## src/rtl/p2m_dispatch.sv

```systemverilog
// p2m_dispatch: assembles multi-beat pipe messages and dispatches them to one of NUM_METHODS method ports.
module p2m_dispatch #(
  parameter int NUM_METHODS   = 3,
  parameter int BEAT_WIDTH    = 32,
  parameter int MAX_BEATS     = 4,
  parameter int PAYLOAD_WIDTH = BEAT_WIDTH * MAX_BEATS
) (
  input  logic                     CLK,
  input  logic                     nRST,
  input  logic                     pipe_enq__ENA,
  input  logic [BEAT_WIDTH-1:0]    pipe_enq_v,
  output logic                     pipe_enq__RDY,
  output logic [NUM_METHODS-1:0]   method__ENA,
  output logic [PAYLOAD_WIDTH-1:0] method_payload,
  input  logic [NUM_METHODS-1:0]   method__RDY,
  output logic [15:0]              err_count,
  output logic [15:0]              err_id
);
  typedef enum logic [1:0] {IDLE, COLLECT, DISPATCH, DRAIN} state_t;
  localparam logic [15:0] NM = 16'(NUM_METHODS);
  localparam logic [15:0] MB = 16'(MAX_BEATS);
  state_t state;
  logic [15:0] id, len, k, remaining;
  logic [PAYLOAD_WIDTH-1:0] payload;
  logic fire, bad;
  logic [15:0] hdr_id, hdr_len;
  assign pipe_enq__RDY = state != DISPATCH;
  assign fire = pipe_enq__ENA & pipe_enq__RDY;
  assign hdr_id = pipe_enq_v[31:16];
  assign hdr_len = pipe_enq_v[15:0];
  assign bad = hdr_id >= NM || hdr_len > MB;
  assign method_payload = payload;
  // Only method__RDY and registered state reach the enables.
  always_comb begin
    method__ENA = '0;
    for (int i = 0; i < NUM_METHODS; i++)
      method__ENA[i] = state == DISPATCH && id == 16'(i) && method__RDY[i];
  end
  always_ff @(posedge CLK or negedge nRST) begin
    if (!nRST) begin
      state <= IDLE;
      id <= '0;
      len <= '0;
      k <= '0;
      remaining <= '0;
      payload <= '0;
      err_count <= '0;
      err_id <= '0;
    end else begin
      case (state)
        IDLE: if (fire) begin
          id <= hdr_id;
          len <= hdr_len;
          k <= '0;
          payload <= '0;
          if (bad) begin
            err_count <= &err_count ? err_count : err_count + 16'd1;
            err_id <= hdr_id;
            remaining <= hdr_len;
            state <= hdr_len == 16'd0 ? IDLE : DRAIN;
          end else
            state <= hdr_len == 16'd0 ? DISPATCH : COLLECT;
        end
        COLLECT: if (fire) begin
          for (int j = 0; j < MAX_BEATS; j++)
            if (k == 16'(j)) payload[j*BEAT_WIDTH +: BEAT_WIDTH] <= pipe_enq_v;
          k <= k + 16'd1;
          if (k == len - 16'd1) state <= DISPATCH;
        end
        DISPATCH: if (|method__ENA) state <= IDLE;
        DRAIN: if (fire) begin
          remaining <= remaining - 16'd1;
          if (remaining == 16'd1) state <= IDLE;
        end
        default: state <= IDLE;
      endcase
    end
  end
endmodule

```

## config.mk

```make
export PLATFORM = sky130hd
export DESIGN_NAME = p2m_dispatch
export DESIGN_NICKNAME = d
export VERILOG_FILES = /design/src/rtl/p2m_dispatch.sv
export SDC_FILE = /design/constraint.sdc
export NUM_CORES = 1
export LEC_CHECK = 0
export BUFFER_PORTS_ARGS = -buffer_cell sky130_fd_sc_hd__buf_2
export CORE_ASPECT_RATIO = 1.2
export CORE_MARGIN = 2
export CORE_UTILIZATION = 55
export CTS_CLUSTER_SIZE = 40
export DETAILED_ROUTE_END_ITERATION = 12
export PLACE_DENSITY = 0.8
export SLEW_MARGIN = 20
export SYNTH_ARGS = -nofsm -noshare
export SYNTH_HDL_FRONTEND = slang
export SYNTH_SLANG_ARGS = --single-unit
```

## constraint.sdc

```tcl
create_clock -name CLK -period 2.7 [get_ports CLK]
set_input_delay 0.135 -clock CLK [delete_from_list [all_inputs] [get_ports CLK]]
set_output_delay 0.135 -clock CLK [all_outputs]
set_load 0.02 [all_outputs]
```

==> impl_metrics.yaml, run 1 <==
floorplan:
  rows: 53
  die_area_mm2: 0.01902
  ios: 202
  coreArea_mm2: 0.01757
  dieHeight_um: 150.7
  initial_utilization_pct: 56.13
  die_w_um: 126.2
global_routing:
  grt_pass1_vias: 8115
  grt_usage_pct: 27.53
  grt_antenna_before_repair: 0
  grt_pass1_wl_um: 42090
  met3_usage_pct: 4.797
  top_usage_layer: "met2"
  gr-total-overflow: 0
  met2_usage_pct: 46.91
  grt_max_degree: 88
  grt_use_met1_pct: 36.09
worst_setup_path:
  cp_top_family: "simple AND/OR/NAND/NOR gates"
  crit_path_cell_trace: "nor4_1, nand4_1, nor3_1, buf_2"
  arrival_ps: 2410
  r2r_slack_ps: 170
  cp-end-kind: "output pin"
  cp_slowest_cell: "nor3_1"
  critical_path.max_stage_delay_ps: 480
  cp_max_fo: 4
  cp_num_buf_inv: 1
  r2r-start: "len[1]"
  worstPathRequired_ps: 2570
  worstRegToRegCells: 8
  cp-start-kind: "register"
  setup.worst_path.class: "reg -> out"
  r2r_end: "state[0]"
finish:
  antenna_cells: 0
  nFillCells: 1276
  finalNetCount: 1247
  seqCellArea_mm2: 0.005658
  syn2layout_area_growth_pct: 24.93
  drive_gt1_share_pct: 26.23
  multi_input_area_mm2: 0.004015
  final_cell_area_mm2: 0.01232
clock_tree:
  h-tree-depth: 1
  cts_root_buf: "clkbuf_16"
  cts_sinks: 226
  cts_buffers: 22
  cts.clk_slew.worst_paths_ps: 70
  clk_latency_ps: 500
  cts_buffer_depth: 3
  cts_tree: "built"
route:
  vias_per_cell: 5.861
  drt_iter0_drc: 642
  postRouteAntennaNets: 0
  drc: 0
  wire_per_inst_um: 18.75
  firstDrtPassIters: 5
  vias: 8416
  wl_um: 26920
sta:
  worstMarginPinSlew_ps: 712.9
  fin_setup_tns_ps: 0
  fmaxAchievable_ghz: 0.3937
  slew_headroom_pct: 52.47
  slew_violations: 0
  rsz0062_at_grt: "false"
  period_share_pct: 94.07
  final-hold-violation-count: 0
  setup_viol: 0
  whs_ps: 10.61
  period_needed_ps: 2540
  finalClockSkew_ps: 10.07
placed_design:
  place_congestion: 0.9483
  postPlaceCellArea_mm2: 0.01118
  port_buffers: 201
  hpwl_um: 18160
job:
  cap_violations: 0
logic_synthesis:
  ys_types: 67
  avgSynthCellArea_um2: 10.11
  async_reset_ff_share_pct: 100.0
  ys_seq_area_share_pct: 57.34
  netlist_area_mm2: 0.009863
  yosys_warnings: 0
  ys_seq_elements: 226
  synth-edff-count: 0
  synth_top_area_share_pct: 57.34
  synth_fp_nets: 1022
  ys_top_cells_by_area: "dfrtp_1 (57%), o21ai_0 (7.8%), nand2_1 (7.5%)"
  synthFlopType: "dfrtp_1"
  synth_top_area_cell: "dfrtp_1"
  synth_common_cells: "dfrtp_1 (226), nand2_1 (198), o21ai_0 (153)"
  synth_cells: 976
  synth_most_common_cell: "dfrtp_1"
pwr:
  p_total_uw: 14760
  p_per_area_mw_per_mm2: 1198
  max-vdd-ir-drop_v: 0.0005670
  leakage_uw: 0.005886
worst_hold_path:
  hp-class: "in -> reg"
  min_to: "len[3]"
  hold_depth: 2
  min_from: "pipe_enq_v[3]"
status:
  outcome: "completed"
-- power by group --
part	leakage [µW]	internal [µW]	switching, µW
Sequential	0.00284	4770	1110
Combinational	0.00267	2030	3620
Clock	0.000374	1960	1280
Total	0.00589	8760	6010
-- state kept, by name (all words and copies together), names as in the netlist --
| register | count |
|---|---|
| len | 16 |
| state | 2 |
| err_count | 16 |
| err_id | 16 |
| id | 16 |
| k | 16 |
| method_payload | 128 |
| remaining | 16 |
-- how the worst max path moves through the flow --
stage,slack [ps],to,depth (start not counted),from
finish,160,method__ENA[1],4,id[13]
global route,20,state[0],8,len[1]
CTS,50,state[0],8,len[1]
detailed placement,60,state[0],8,len[1]
global placement,80,state[0],8,len[1]
floorplan,260,state[0],8,len[0]
-- through the flow --
| stage | instances | utilization, % | worst slack, ps |
|---|---|---|---|
| global route | 1436 | 70.12 | 22.31 |
| CTS | 1433 | 69.65 | 49.12 |
| detailed placement | 1365 | 63.62 | 58.02 |
| global placement | 1365 | 63.62 | 84.19 |
| finish | 1436 | 70.12 | 160.0 |
| floorplan | 976 | - | 258.4 |
-- routing by layer --
| metal | vias to the layer above | wire length [µm] |
|---|---|---|
| met3 | 66 | 2058 |
| met1 | 4093 | 10650 |
| met4 | 0 | 752 |
| met2 | 399 | 13450 |
| li1 | 3858 | - |
| met5 | - | 0 |
-- kinds of logic after synthesis --
kind of cell	after synthesis	share of synthesized area (%)
adder cells (fa/ha/maj)	8	1.015
AO/OA/AOI/OAI	238	13.90
multiplexers	30	3.412
AND/OR/NAND/NOR	359	17.23
buffers and inverters	70	3.108
flip-flops	226	57.34
XOR/XNOR	45	3.996
-- cells in the final DEF, fill, tap and decap left out, drive strengths merged, types with 6 or more instances in the layout --
cell,Yosys,layout
xor2,16,16
mux2,29,29
ha,8,8
a22o,13,13
buf,9,229
xnor2,29,29
clkbuf,48,33
or3,6,6
nand3,13,13
nor2,46,46
inv,13,13
nand2,198,198
a211oi,7,7
nor4,23,23
nand2b,6,6
o21ai,156,156
a21oi,25,25
nand4,16,16
dlygate4sd3,0,29
nor3,18,18
dfrtp,226,226
-- timing repair --
action	CTS	global route
buffers inserted	0	3
endpoints found under the hold margin	127	0
gates resized for setup	0	11
hold buffers	29	0
endpoints found under the setup margin	0	1
-- cell type report --
class	instances	area share (%)
Clock buffer	33	5.290
Clock inverter	6	0.9647
Inverter	13	0.3960
Multi-Input combinational cell	680	32.59
Sequential cell	226	45.92
Tap cell	220	2.234
Timing Repair Buffer	258	12.61
(Power assumes the default switching activity.)
==> run 2, diff against run 1 <==
--- a/config.mk
+++ b/config.mk
@@ -8,10 +8,11 @@
 export BUFFER_PORTS_ARGS = -buffer_cell sky130_fd_sc_hd__buf_2
 export CORE_ASPECT_RATIO = 1.2
 export CORE_MARGIN = 2
-export CORE_UTILIZATION = 55
+export CORE_UTILIZATION = 59
 export CTS_CLUSTER_SIZE = 40
 export DETAILED_ROUTE_END_ITERATION = 12
-export PLACE_DENSITY = 0.8
+export PLACE_DENSITY = 0.85
+export SKIP_CTS_REPAIR_TIMING = 1
 export SLEW_MARGIN = 20
 export SYNTH_ARGS = -nofsm -noshare
 export SYNTH_HDL_FRONTEND = slang
==> constraint.sdc (replaced) <==
create_clock -name CLK -period 3 [get_ports CLK]
set_input_delay 0.15 -clock CLK [delete_from_list [all_inputs] [get_ports CLK]]
set_output_delay 0.15 -clock CLK [all_outputs]
set_load 0.02 [all_outputs]
==> impl_metrics.yaml, run 2 (synthesis gave the netlist of run 1 again) <==
status:
  outcome: "finished, violations left"
  failed_checks: "hold timing"
clock_tree:
  clk_latency_ps: 510
  cts_root_buf: "clkbuf_16"
  cts_buffers: 22
  cts_tree: "built"
  cts_buffer_depth: 3
  cts_sinks: 226
  h-tree-depth: 1
  cts.clk_slew.worst_paths_ps: 70
floorplan:
  initial_utilization_pct: 60.62
  die_w_um: 122.0
  dieHeight_um: 145.6
  coreArea_mm2: 0.01627
  die_area_mm2: 0.01777
  ios: 202
  rows: 51
route:
  vias: 8462
  firstDrtPassIters: 5
  postRouteAntennaNets: 0
  wl_um: 27670
  drc: 0
  vias_per_cell: 6.010
  wire_per_inst_um: 19.65
  drt_iter0_drc: 877
worst_setup_path:
  worstRegToRegCells: 8
  cp-start-kind: "register"
  cp_max_fo: 6
  crit_start: "len[0]"
  setup.worst_path.class: "reg -> reg"
  r2r-start: "len[0]"
  r2r_slack_ps: 340
  cp-end-kind: "register"
  arrival_ps: 3050
  critPathCapture: "state[0]"
  r2r_end: "state[0]"
  worstPathRequired_ps: 3390
sta:
  period_share_pct: 88.54
  rsz0062_at_grt: "false"
  finalClockSkew_ps: 7.322
  slew_violations: 0
  whs_ps: -13.95
  setup_viol: 0
  worstMarginPinSlew_ps: 839.6
  period_needed_ps: 2656
  slew_headroom_pct: 43.91
  final-hold-violation-count: 3
  fmaxAchievable_ghz: 0.3765
  fin_setup_tns_ps: 0
placed_design:
  dp_cells: 1346
  place_congestion: 0.9447
  port_buffers: 201
  hpwl_um: 18620
finish:
  multi_input_area_mm2: 0.003959
  antenna_cells: 0
  finalNetCount: 1226
  largest_reg_flops: 128
  layout_commonest_cell: "dfrtp_1"
  drive_gt1_share_pct: 25.25
  nFillCells: 1117
  layoutNonFillerInstCount: 1408
  syn2layout_area_growth_pct: 22.73
  seqCellArea_mm2: 0.005655
  final_cell_mix: "dfrtp_1 (226), buf_2 (200), nand2_1 (197)"
global_routing:
  grt_pass1_vias: 8072
  grt_antenna_before_repair: 0
  grt_max_degree: 86
  gr-total-overflow: 0
  grt_usage_pct: 30.63
  grt_pass1_wl_um: 43210
worst_hold_path:
  hp-class: "in -> reg"
  min_from: "pipe_enq_v[1]"
pwr:
  p_per_area_mw_per_mm2: 1101
  max-vdd-ir-drop_v: 0.0005549
  leakage_uw: 0.005795
job:
  cap_violations: 0
-- run 2: changes by cell type in the layout (fill, tap and decap cells not counted), sizes merged --
cell         delta
buf            -14
clkinv          +4
clkinvlp        +1
clkbuf          -4
dlygate4sd3     -7
-- run 2: worst min path at each step --
stage / end / slack (ps) / cells after the start
final: len[1] / -10 / 3
after floorplan: err_count[0] / -150 / 0
after detailed placement: err_count[1] / 200 / 1
after global placement: err_count[1] / 200 / 1
after CTS: err_count[1] / -340 / 1
after global routing: len[11] / -5 / 2
-- run 2: final cells by class --
class	count	area share, %
timing repair buffer	237	11.60
sequential	226	46.72
clock inverter	11	1.116
clock buffer	29	5.271
inverter	13	0.4031
multi-input combinational	680	32.70
tap	212	2.191
-- run 2: metrics by stage --
step / utilization [%] / worst slack [ps] / instance area [µm²] / hold slack, ps / total power (µW)
2_1_floorplan: - / 558.4 / 9863 / -145.6 / 8367
3_3_place_gp: 68.29 / 388.5 / 11110 / 199.6 / 10040
3_5_place_dp: 68.29 / 353.4 / 11110 / 203.0 / 10260
4_1_cts: 73.04 / 344.2 / 11890 / -335.4 / 13280
5_1_grt: 74.39 / 109.3 / 12110 / -5.014 / 14060
6_report: 74.39 / 343.9 / 12110 / -13.95 / 13320
-- run 2: critical path, stage by stage, from the launching register on --
cell and delay, ps:
dfrtp_1 420, inv_1 80, ha_1 250, nor4b_2 430
nand2b_4 100, a2111o_1 410, a222oi_1 290, o2111ai_1 190
a221o_1 370
-- run 2: where the power goes --
part           internal [µW]  total [µW]  switching [µW]
registers               4290        5280             993
clock network           1760        2940            1190
logic                   1780        5100            3310
total                   7830       13300            5490
-- run 2: routing by layer --
layer  global-route usage, %  vias up  wire, µm
met4                   10.98        0       907
li1                        -     3836         -
met2                   50.73      426     13930
met5                       0        -         0
met3                   4.976       79      2049
met1                   40.92     4121     10780
